==> config.mk <==
export PLATFORM = sky130hd
export DESIGN_NAME = checkpoint_perf_monitor
export DESIGN_NICKNAME = d
export VERILOG_FILES = /design/src/rtl/checkpoint_perf_monitor.sv
export SDC_FILE = /design/constraint.sdc
export NUM_CORES = 1
export LEC_CHECK = 0
export CAP_MARGIN = 30
export CORE_ASPECT_RATIO = 1.2
export CORE_MARGIN = 8
export CORE_UTILIZATION = 45
export DETAILED_ROUTE_END_ITERATION = 7
export PLACE_DENSITY_LB_ADDON = 0.05
export SLEW_MARGIN = 25
export SYNTH_ARGS = -nofsm -noshare
export SYNTH_HDL_FRONTEND = slang
export SYNTH_SLANG_ARGS = --single-unit
==> constraint.sdc <==
create_clock -name clock -period 3.8 [get_ports clock]
set_clock_uncertainty 0.15 [all_clocks]
set_input_delay 0.57 -clock clock [delete_from_list [all_inputs] [get_ports clock]]
set_output_delay 0.57 -clock clock [all_outputs]
set_load 0.01 [all_outputs]
==> src/rtl/checkpoint_perf_monitor.sv <==
// Debounces the firmware checkpoint bus, times START_CODE -> STOP_CODE in clock
// cycles and reports cycles/kilocycles/timeout through a valid/ready result port.
module checkpoint_perf_monitor #(
  parameter logic [15:0] START_CODE    = 16'hA000,
  parameter logic [15:0] STOP_CODE     = 16'hAB00,
  parameter int          STABLE_CYCLES = 4,
  parameter int          KCYCLE_DIV    = 1000,
  parameter int          TIMEOUT_K     = 150,
  parameter int          CNT_W         = 32
) (
  input  logic             clock,
  input  logic             resetb,
  input  logic             enable,
  input  logic [15:0]      checkbits,
  output logic             busy,
  output logic [CNT_W-1:0] live_kcycles,
  output logic             result_valid,
  input  logic             result_ready,
  output logic             result_timeout,
  output logic [CNT_W-1:0] result_cycles,
  output logic [CNT_W-1:0] result_kcycles,
  output logic [1:0]       dbg_state
);

  // Result handshake: result_valid stays high and the result fields stay
  // constant until the cycle in which result_valid && result_ready; the
  // transfer happens on that rising edge and result_valid drops next cycle.

  localparam int SCW = (STABLE_CYCLES > 2) ? $clog2(STABLE_CYCLES) : 1;

  typedef enum logic [1:0] {
    ST_IDLE   = 2'd0,
    ST_RUN    = 2'd1,
    ST_REPORT = 2'd2
  } state_t;

  state_t           state, state_next;
  logic [15:0]      last;
  logic [SCW-1:0]   stable_cnt;
  logic             acc;
  logic             is_start, is_stop;
  logic             load_start, capture, cap_timeout;
  logic [CNT_W-1:0] cyc, sub, kcyc;
  logic             timeout_hit;

  // acc is registered so it lands exactly STABLE_CYCLES after the value first
  // appeared; it fires when the count reaches its saturation value, so only once.
  always_ff @(posedge clock) begin
    if (!resetb) begin
      last       <= '0;
      stable_cnt <= '0;
      acc        <= 1'b0;
    end else begin
      acc <= (checkbits == last) && (stable_cnt == SCW'(STABLE_CYCLES - 2));
      if (checkbits != last) begin
        last       <= checkbits;
        stable_cnt <= '0;
      end else if (stable_cnt != SCW'(STABLE_CYCLES - 1)) begin
        stable_cnt <= stable_cnt + 1'b1;
      end
    end
  end

  assign is_start    = acc && (last == START_CODE);
  assign is_stop     = acc && (last == STOP_CODE);
  assign timeout_hit = (kcyc == CNT_W'(TIMEOUT_K));

  always_ff @(posedge clock) begin
    if (!resetb) state <= ST_IDLE;
    else         state <= state_next;
  end

  always_comb begin
    state_next  = state;
    load_start  = 1'b0;
    capture     = 1'b0;
    cap_timeout = 1'b0;
    if (!enable) begin
      state_next = ST_IDLE;
    end else begin
      case (state)
        ST_IDLE: begin
          if (is_start) begin
            state_next = ST_RUN;
            load_start = 1'b1;
          end
        end
        ST_RUN: begin
          // A stop in the same cycle as the timeout wins; a repeated start restarts.
          if (is_stop) begin
            state_next = ST_REPORT;
            capture    = 1'b1;
          end else if (is_start) begin
            load_start = 1'b1;
          end else if (timeout_hit) begin
            state_next  = ST_REPORT;
            capture     = 1'b1;
            cap_timeout = 1'b1;
          end
        end
        ST_REPORT: begin
          if (result_ready) state_next = ST_IDLE;
        end
        default: state_next = ST_IDLE;
      endcase
    end
  end

  // sub tracks cyc mod KCYCLE_DIV so kcyc stays floor(cyc / KCYCLE_DIV).
  always_ff @(posedge clock) begin
    if (!resetb || !enable) begin
      cyc  <= '0;
      sub  <= '0;
      kcyc <= '0;
    end else if (load_start) begin
      cyc  <= CNT_W'(1);
      sub  <= CNT_W'(1);
      kcyc <= '0;
    end else if (state == ST_RUN && !capture) begin
      if (cyc != '1) cyc <= cyc + 1'b1;
      if (sub == CNT_W'(KCYCLE_DIV - 1)) begin
        sub  <= '0;
        kcyc <= kcyc + 1'b1;
      end else begin
        sub <= sub + 1'b1;
      end
    end
  end

  always_ff @(posedge clock) begin
    if (!resetb) begin
      result_cycles  <= '0;
      result_kcycles <= '0;
      result_timeout <= 1'b0;
    end else if (capture) begin
      result_cycles  <= cyc;
      result_kcycles <= kcyc;
      result_timeout <= cap_timeout;
    end
  end

  assign busy         = (state == ST_RUN);
  assign result_valid = (state == ST_REPORT);
  assign live_kcycles = kcyc;
  assign dbg_state    = state;

endmodule

==> results summary, run 1 <==
Global routing used 31.7% of the available met2 tracks. The element type at the critical path start is a register. The share of layout cells above drive strength 1 came out at ~6%. The count of nets left with antenna violations once routing finished came out at 0. The cell area power density came out at ~360 mW/mm2. The startpoint identified for the worst register-to-register timing path is sub[0]$_SDFFE_PN0P_. The placed wire-length estimate is 15.9 mm.

After detailed routing, the number of vias per cell comes to 5.70. The max-slew violation total from the final report is 0. In this run the static leakage power is roughly 0.0031 uW. The maximum resistive drop on vdd is 308 uV. Setup repair after global routing left no endpoint under its margin. The standard cell core area is 0.0188 mm2. The maximum count of clock buffers along a single path came out at 2. The synthesized cell area is approximately 0.0086 mm2. Buffers inserted to repair hold after CTS numbered 0. The largest net degree at the start of global routing came out at 83. The clock tree from TritonCTS is yes. The height of the chip came out at approximately 170 um. The startpoint of the lowest-slack hold path is result_cycles[7]$_SDFFE_PN0P_. The clock latency at the later pin of the worst-skew pair is between 400 and 500 ps. The final antenna diode count came out at 0.

The post-synthesis to final-layout area growth is 23.6%. Headroom to the max-slew limit came out at 34.8%. The number of setup buffers added after CTS is 0. The number of clock sinks came out at 182. For this design the total switching power over the nets is 857 uW. At the worst endpoint, the arrival time is 3430 ps. The overall routed net length is approximately 23 mm.

Setup violations remaining at the end of the flow were counted as 0. The number of primary I/O pins is between 100 and 150. The number of buffers added on ports came out at 120. In this design, the critical path's most frequently occurring cell is sky130_fd_sc_hd__or4_1. The all-layer global routing usage is 19.2%. The top-area cell type share of the netlist area came out at between 40% and 50%. The total number of vias came out at 7,990.

In this run switching power makes up approximately 22% of total power. The number of fill cells in the layout is 1,787. Clock tree synthesis selected as its root buffer the cell sky130_fd_sc_hd__clkbuf_16.

Summed over all instances, the cell type with the most area after synthesis is sky130_fd_sc_hd__dfxtp_1. The number of H-tree branching levels came out at 4. The endpoint required time on the critical path is 4000 ps. After synthesis, the netlist uses 54 different library cells.

The routability congestion estimate came out at 0.835. The share of synthesized flip-flops with an asynchronous set or reset is 0%. Once the clock tree was built, the resizer swapped 0 gates to a different size.

Summing internal, switching and leakage power gives 3820 uW. The top cell types in the final layout, fill and taps aside, are sky130_fd_sc_hd__nand2_1 (193), sky130_fd_sc_hd__dfxtp_1 (182), sky130_fd_sc_hd__clkdlybuf4s50_1 (119). In the global route stage, met1 resource usage came out at 24.2%.

In the synthesized netlist, the number of instances is 1,046. The met3 usage in global routing came out at 4.95%. The combinational group share of total power is 2.7%.

The kind of cell with the highest combined delay along the critical path is simple AND/OR/NAND/NOR gates. The number of design rule violations left after detail routing is 0. The post-synthesis sequential element count came out at 182. The internal portion of the total power is ~3000 uW. In this run, the number of DRC markers left after iteration 0 of detailed routing was 559. The worst hold margin is 312 ps. The worst setup path category is reg2reg. The area of the die is roughly 0.024 mm2. The initial antenna violation count came out at 0.

The part of the Yosys area used for sequential elements came out at 42.5%. In this design, the stage delay of the slowest critical-path cell is 730 ps. The CTS buffer count is 17. The sequential fraction of design power is 50.3%. The most critical setup path has its startpoint at sub[0]$_SDFFE_PN0P_. The largest driver fanout on the critical path came out at 11. The share of power burned in the clock network is 47.0%.

The total count of hold-check failures in the final report is 0. The most used flip-flop cell after synthesis is sky130_fd_sc_hd__dfxtp_1. Max-cap violations in this run came to 0. The worst path buffer plus inverter count is 0. The number of synthesized flops with an enable pin is 0. By area the synthesized netlist is led by sky130_fd_sc_hd__dfxtp_1 (43%), sky130_fd_sc_hd__nand2_1 (8.5%), sky130_fd_sc_hd__a21boi_0 (5.6%).

The global routing stage identified its most utilized layer as met2. The setup total negative slack came out at 0 ps. The warning count from the yosys run is 0.

The synthesized area per cell is 8.19 um2. The worst setup path is captured at a register. The slowest stage of the critical path is the sky130_fd_sc_hd__or4_1 cell. The cell row count came out at 55. Dividing the final minimum period by the clock period gives 85.0%. The kind of path behind the tightest hold check is reg2reg.

The x dimension of the die is 142 um. The global-route wire length before repair came out at about 38 mm. The initial standard-cell utilization of the core came out at 45.6%. The synthesized net count is between 1,000 and 1,500. The detailed-route wire length per cell is 16.5 um. The net count of the finished layout is 1,158. The library cell used most frequently in the layout, excluding fill and tap cells, is sky130_fd_sc_hd__nand2_1. For the pin with the worst max-slew slack, the measured transition is 978 ps.

The via count of the first global-routing pass was between 7,000 and 8,000. The count of TritonRoute iterations in the first routing pass is 5. The highest clock frequency the design can meet came out at 310 MHz. Summed over all layers, the global routing overflow is 0. The minimum clock period is 3230 ps.

The run finished with clean final reports. The clock-pin slew of the registers on the worst-case setup and hold paths is ~70 ps. Traced cell by cell, the critical path runs through ha_1 -> and4b_1 -> nand4_1 -> or4_1 -> or3_1 -> or4_1 -> a21oi_1.
[flip-flops by register name (all words and copies together) (netlist names), 2 cells and up]
register	cells
cyc	32
live_kcycles	32
result_cycles	32
result_kcycles	32
sub	32
last	16
dbg_state	2
stable_cnt	2
[metrics by stage]
| step | setup slack (ps) | area, um2 | util, % | std cells |
|---|---|---|---|---|
| after CTS | 578 | 10600 | 56.4 | 1401 |
| after global routing | 407 | 10600 | 56.4 | 1401 |
| after global placement | 684 | 10000 | 53.2 | 1369 |
| after detailed placement | 603 | 10000 | 53.2 | 1369 |
| final | 570 | 10600 | 56.4 | 1401 |
| after floorplan | 926 | 8570 | - | 1046 |
[power groups by stage]
stage	sequential [uW]	clock [uW]	combinational, uW
after floorplan	1960	0	63.9
after global placement	1970	0	106
after detailed placement	1970	0	106
after CTS	1920	1830	106
after global routing	1920	1910	114
final	1920	1800	105
[worst register-to-register path, delay by kind of cell, from the launching register on]
kind	cells	cell delay (ps)
simple gates	5	2190
flops	1	410
fa+ha+maj	1	250
compound gates	1	150
[logic make-up (layout without fill, tap and decap cells)]
group / Yosys count / after routing / synth area share [%]
buf+inv: 91 / 190 / 4.21
flops: 182 / 182 / 42.5
mux: 13 / 13 / 1.53
simple gates: 501 / 501 / 31.0
compound gates: 236 / 236 / 18.1
xor+xnor: 17 / 17 / 1.74
fa+ha+maj: 6 / 6 / 0.876
[per-layer routing]
metal / routed length, um / share of wire (%)
met3: 1200 / 5.2
met5: 0 / 0
met2: 11100 / 48
met4: 297 / 1.3
met1: 10500 / 45
[layout make-up]
type	count	area [um2]	area share, %
clock buffers	20	447	4.22
multi-input cells	773	4610	43.5
well taps	256	320	3.02
flip-flops and latches	182	3640	34.4
clock inverters	12	146	1.38
inverters	21	78.8	0.744
repair buffers	137	1350	12.7
[path summary, 6_finish.rpt]
| kind | endpoint | slack [ps] | cells past startpoint |
|---|---|---|---|
| setup / recovery | live_kcycles[22]$_SDFFE_PP0P_ | 570 | 7 |
| hold / removal | result_cycles[7]$_SDFFE_PN0P_ | 310 | 2 |
| setup reg to reg | live_kcycles[22]$_SDFFE_PP0P_ | 570 | 7 |
| hold reg to reg | result_cycles[7]$_SDFFE_PN0P_ | 310 | 2 |
[cell usage after synthesis (all sizes together), types with 13 or more instances]
cell type,n
nor3,13
o31ai,41
xnor2,16
nand4,46
nor2,32
o21ai,22
nand2,193
nand3,44
and2,24
or3,18
a21oi,72
clkbuf,60
or4,49
nor4,31
inv,21
dfxtp,182
a21boi,65
nand2b,14
Power figures use the tool's default switching activity.
==> run 2, diff against run 1 <==
- clock period: 3.8 -> 3.3 ns (I/O delays scaled with it)
==> run 2 against run 1 <==
Against the previous run:
- combinational power grew 19%
- register-to-register slack lost 390 ps
- wire length shrank 0.23%
- via count shrank 0.49%
- critical path depth is the same
- total power grew 19%
- cell area grew 1.4%
- hold slack lost 98 ps
- count of clock-buffer cells in the layout grew 2
- global-route usage grew 0.52 points
- sequential power grew 15%
- clock power grew 23%
==> results summary, run 2 (same netlist as run 1, synthesis figures left out) <==
The cell that appears most often on the critical path is sky130_fd_sc_hd__or4_1. The number of design rule violations left after detail routing came to 0 (unchanged). The tightest min-delay check is of the in2reg type. The final antenna diode count came out at 0 (unchanged). The element type at the critical path end is a register.

The number of cells on the worst reg-to-reg path is 7 (unchanged). The first-iteration detailed-routing DRC count is 483 (-14%). The area of the die came to 0.0237 mm2 (unchanged). The number of H-tree branching levels is 4 (unchanged). Leaving out fill and tap cells, the most frequent cell in the layout is sky130_fd_sc_hd__nand2_1. The post-synthesis to final-layout area growth is 25.3%. The flow ran to the end, and the final reports show no timing, DRC or antenna violations.

The clock latency at the later pin of the worst-skew pair came out at 430 ps (about the same). The cell area power density is 425 mW/mm2 (+18%). The via count of the first global-routing pass is 7,599 (+2.9%).

The number of nets in the layout is 1,166 (+0.69%). The number of fill cells in the layout is 1,786 (-0.056%). The detail-routed via count per cell came out at 5.64 (-1.1%). The startpoint of the lowest-slack hold path is resetb. The worst setup path is of the reg2reg kind. The share of layout cells above drive strength 1 came out at 6.42% (+0.57 points). The pre-CTS setup slack was 224 ps (-380 ps). The routability congestion estimate is 0.845 (+1.3%). The total leakage power came out at 0.00322 uW (+2.8%). The routing usage on met1 is 24.9% (+0.75 points).

The minimum clock period is 3120 ps (-112 ps). The placed wire-length estimate was 15.7 mm (-1.0%). The measured slew at the worst slew-check pin came out at 731 ps (-247 ps).

The layer flagged by global routing as most heavily used is met2. The number of primary I/O pins came out at 121 (unchanged). The worst max-slew margin expressed relative to the limit is 50.7% (+16 points).

The utilization of the core after routing is 57.1% (+0.77 points). The number of max-cap violations is 0 (unchanged). The critical path data arrival time came to 3320 ps (-110 ps). The number of instances on the worst hold path is 2 (unchanged). The initial standard-cell utilization of the core is 45.6% (unchanged). The clock-pin slew of the registers on the worst-case setup and hold paths came out at 70 ps (about the same). The maximum single-stage delay on the critical path came out at 590 ps (-140 ps). The number of clock sinks is 182 (unchanged). The setup total negative slack was 0 ps (unchanged).

The total number of vias came out at 7,951 (-0.49%). The clock tree from TritonCTS is yes. The endpoint required time on the critical path is 3500 ps (-500 ps). The share of the cycle needed by the critical path after routing is 94.5% (+9.5 points). The tree is rooted in a sky130_fd_sc_hd__clkbuf_16.

The count of TritonRoute iterations in the first routing pass is 5 (unchanged). The CTS buffer count is 17 (unchanged). The number of buffers added on ports came out at 120 (unchanged). The global-route wire length before repair is 38.7 mm (+2.8%). The footprint of the multi-input gates came to 0.00461 mm2 (about the same). The height of the chip came out at 167 um (unchanged). The maximum resistive drop on vdd came out at 331 uV (+7.7%).

Setup repair after global routing left no endpoint under its margin. The total count of hold-check failures in the final report is 0 (unchanged). The initial antenna violation count was 0 (unchanged). The largest individual stage delay along the critical path comes from the cell sky130_fd_sc_hd__or4_1.

The global-route congestion overflow total came out at 0 (unchanged). The worst hold path terminates at result_cycles[30]$_SDFFE_PN0P_. The all-layer global routing usage came to 19.7% (+0.52 points). The highest clock frequency the design can meet came out at 321 MHz (+3.6%). The number of cells in the design after placement is 1,377 (+0.58%).

The element type at the critical path start is a register. The standard cell core area is 0.0188 mm2 (unchanged). The x dimension of the die came out at 142 um (unchanged). The largest net degree at the start of global routing is 81 (-2.4%). The cell row count is 55 (unchanged). The detailed-route wire length per cell is 16.3 um (-0.80%). Traced cell by cell, the critical path runs through ha_1 -> and4b_1 -> nand4_1 -> or4_1 -> or3_1 -> or4_1 -> a21oi_1. The number of routed nets with antenna violations is 0 (unchanged). The setup slack of the most critical reg-to-reg path is 180 ps (-390 ps). The met2 track demand over resource is 32.5% (+0.80 points). The smallest setup slack after layout is 182 ps (-388 ps).

The final cell count without fillers is 1,409 (+0.57%). The maximum count of clock buffers along a single path came out at 2 (unchanged). The max-slew violation total from the final report came out at 0 (unchanged). In the layout the commonest cells are sky130_fd_sc_hd__nand2_1 (193), sky130_fd_sc_hd__dfxtp_1 (182), sky130_fd_sc_hd__clkdlybuf4s50_1 (119). The hold buffer count at cts came out at 0 (unchanged). The largest driver fanout on the critical path was 10 (-1). The overall routed net length came out at 23.0 mm (-0.23%). The total of cells resized after clock tree synthesis is 0 (unchanged). In this run the critical register-to-register path is captured at live_kcycles[12]$_SDFFE_PP0P_. The met3 usage in global routing came to 4.95% (unchanged). The total design power came to 4560 uW (+19%). The total setup violations reported at the end of the flow was 0 (unchanged).

The worst register-to-register path begins at sub[0]$_SDFFE_PN0P_. The total setup buffers inserted after CTS is 0 (unchanged). The footprint of the flip-flops and latches came to 0.00364 mm2 (unchanged).
==> run 2: changes by cell type in the layout (fill, tap and decap cells not counted), moves of 2 or more <==
cell and delta:
sky130_fd_sc_hd__clkbuf_8 +2, sky130_fd_sc_hd__clkinvlp_4 -2, sky130_fd_sc_hd__clkinv_4 -3, sky130_fd_sc_hd__bufinv_16 +2, sky130_fd_sc_hd__buf_12 +3, sky130_fd_sc_hd__buf_4 +5
==> run 2: worst max-delay path by stage <==
stage | start | end | slack (ps)
5_1_grt | sub[0]$_SDFFE_PN0P_ | live_kcycles[12]$_SDFFE_PP0P_ | 40
4_1_cts | sub[0]$_SDFFE_PN0P_ | live_kcycles[12]$_SDFFE_PP0P_ | 190
3_3_place_gp | sub[0]$_SDFFE_PN0P_ | live_kcycles[22]$_SDFFE_PP0P_ | 310
6_report | sub[0]$_SDFFE_PN0P_ | live_kcycles[12]$_SDFFE_PP0P_ | 180
2_1_floorplan | sub[0]$_SDFFE_PN0P_ | live_kcycles[27]$_SDFFE_PP0P_ | 430
3_5_place_dp | sub[0]$_SDFFE_PN0P_ | live_kcycles[22]$_SDFFE_PP0P_ | 220
==> run 2: power breakdown <==
part / switching [uW] / internal (uW)
clock: 885 / 1340
combinational: 63.5 / 61.6
sequential: 7.86 / 2210
total: 956 / 3610
==> run 2: critical path: cells and delay by family, from the launching register on <==
kind	cells	cell delay, ps
fa+ha+maj	1	290
flops	1	410
simple gates	5	2020
compound gates	1	160
==> run 2: layout make-up <==
| class | count | share of cell area [%] |
|---|---|---|
| tap | 256 | 2.98 |
| inverter | 21 | 0.734 |
| sequential | 182 | 33.9 |
| multi-input combinational | 773 | 42.9 |
| clock inverter | 10 | 1.56 |
| clock buffer | 22 | 4.42 |
| timing repair buffer | 145 | 13.5 |
==> run 2: layer usage <==
layer / part of all wire (%) / routed length, um
met3: 5.2 / 1200
met4: 1.1 / 261
met5: 0 / 0
met1: 47 / 10700
met2: 47 / 10800
==> run 2: through the flow <==
step	hold slack [ps]	area, um2
2_1_floorplan	305	8570
3_3_place_gp	300	10100
3_5_place_dp	308	10100
4_1_cts	201	10700
5_1_grt	198	10700
6_report	213	10700
==> run 3, diff against run 2 <==
- CTS_CLUSTER_DIAMETER: not set -> 50
==> results of run 3 <==
The final DEF is identical to that of run 2; final timing and power are the same.
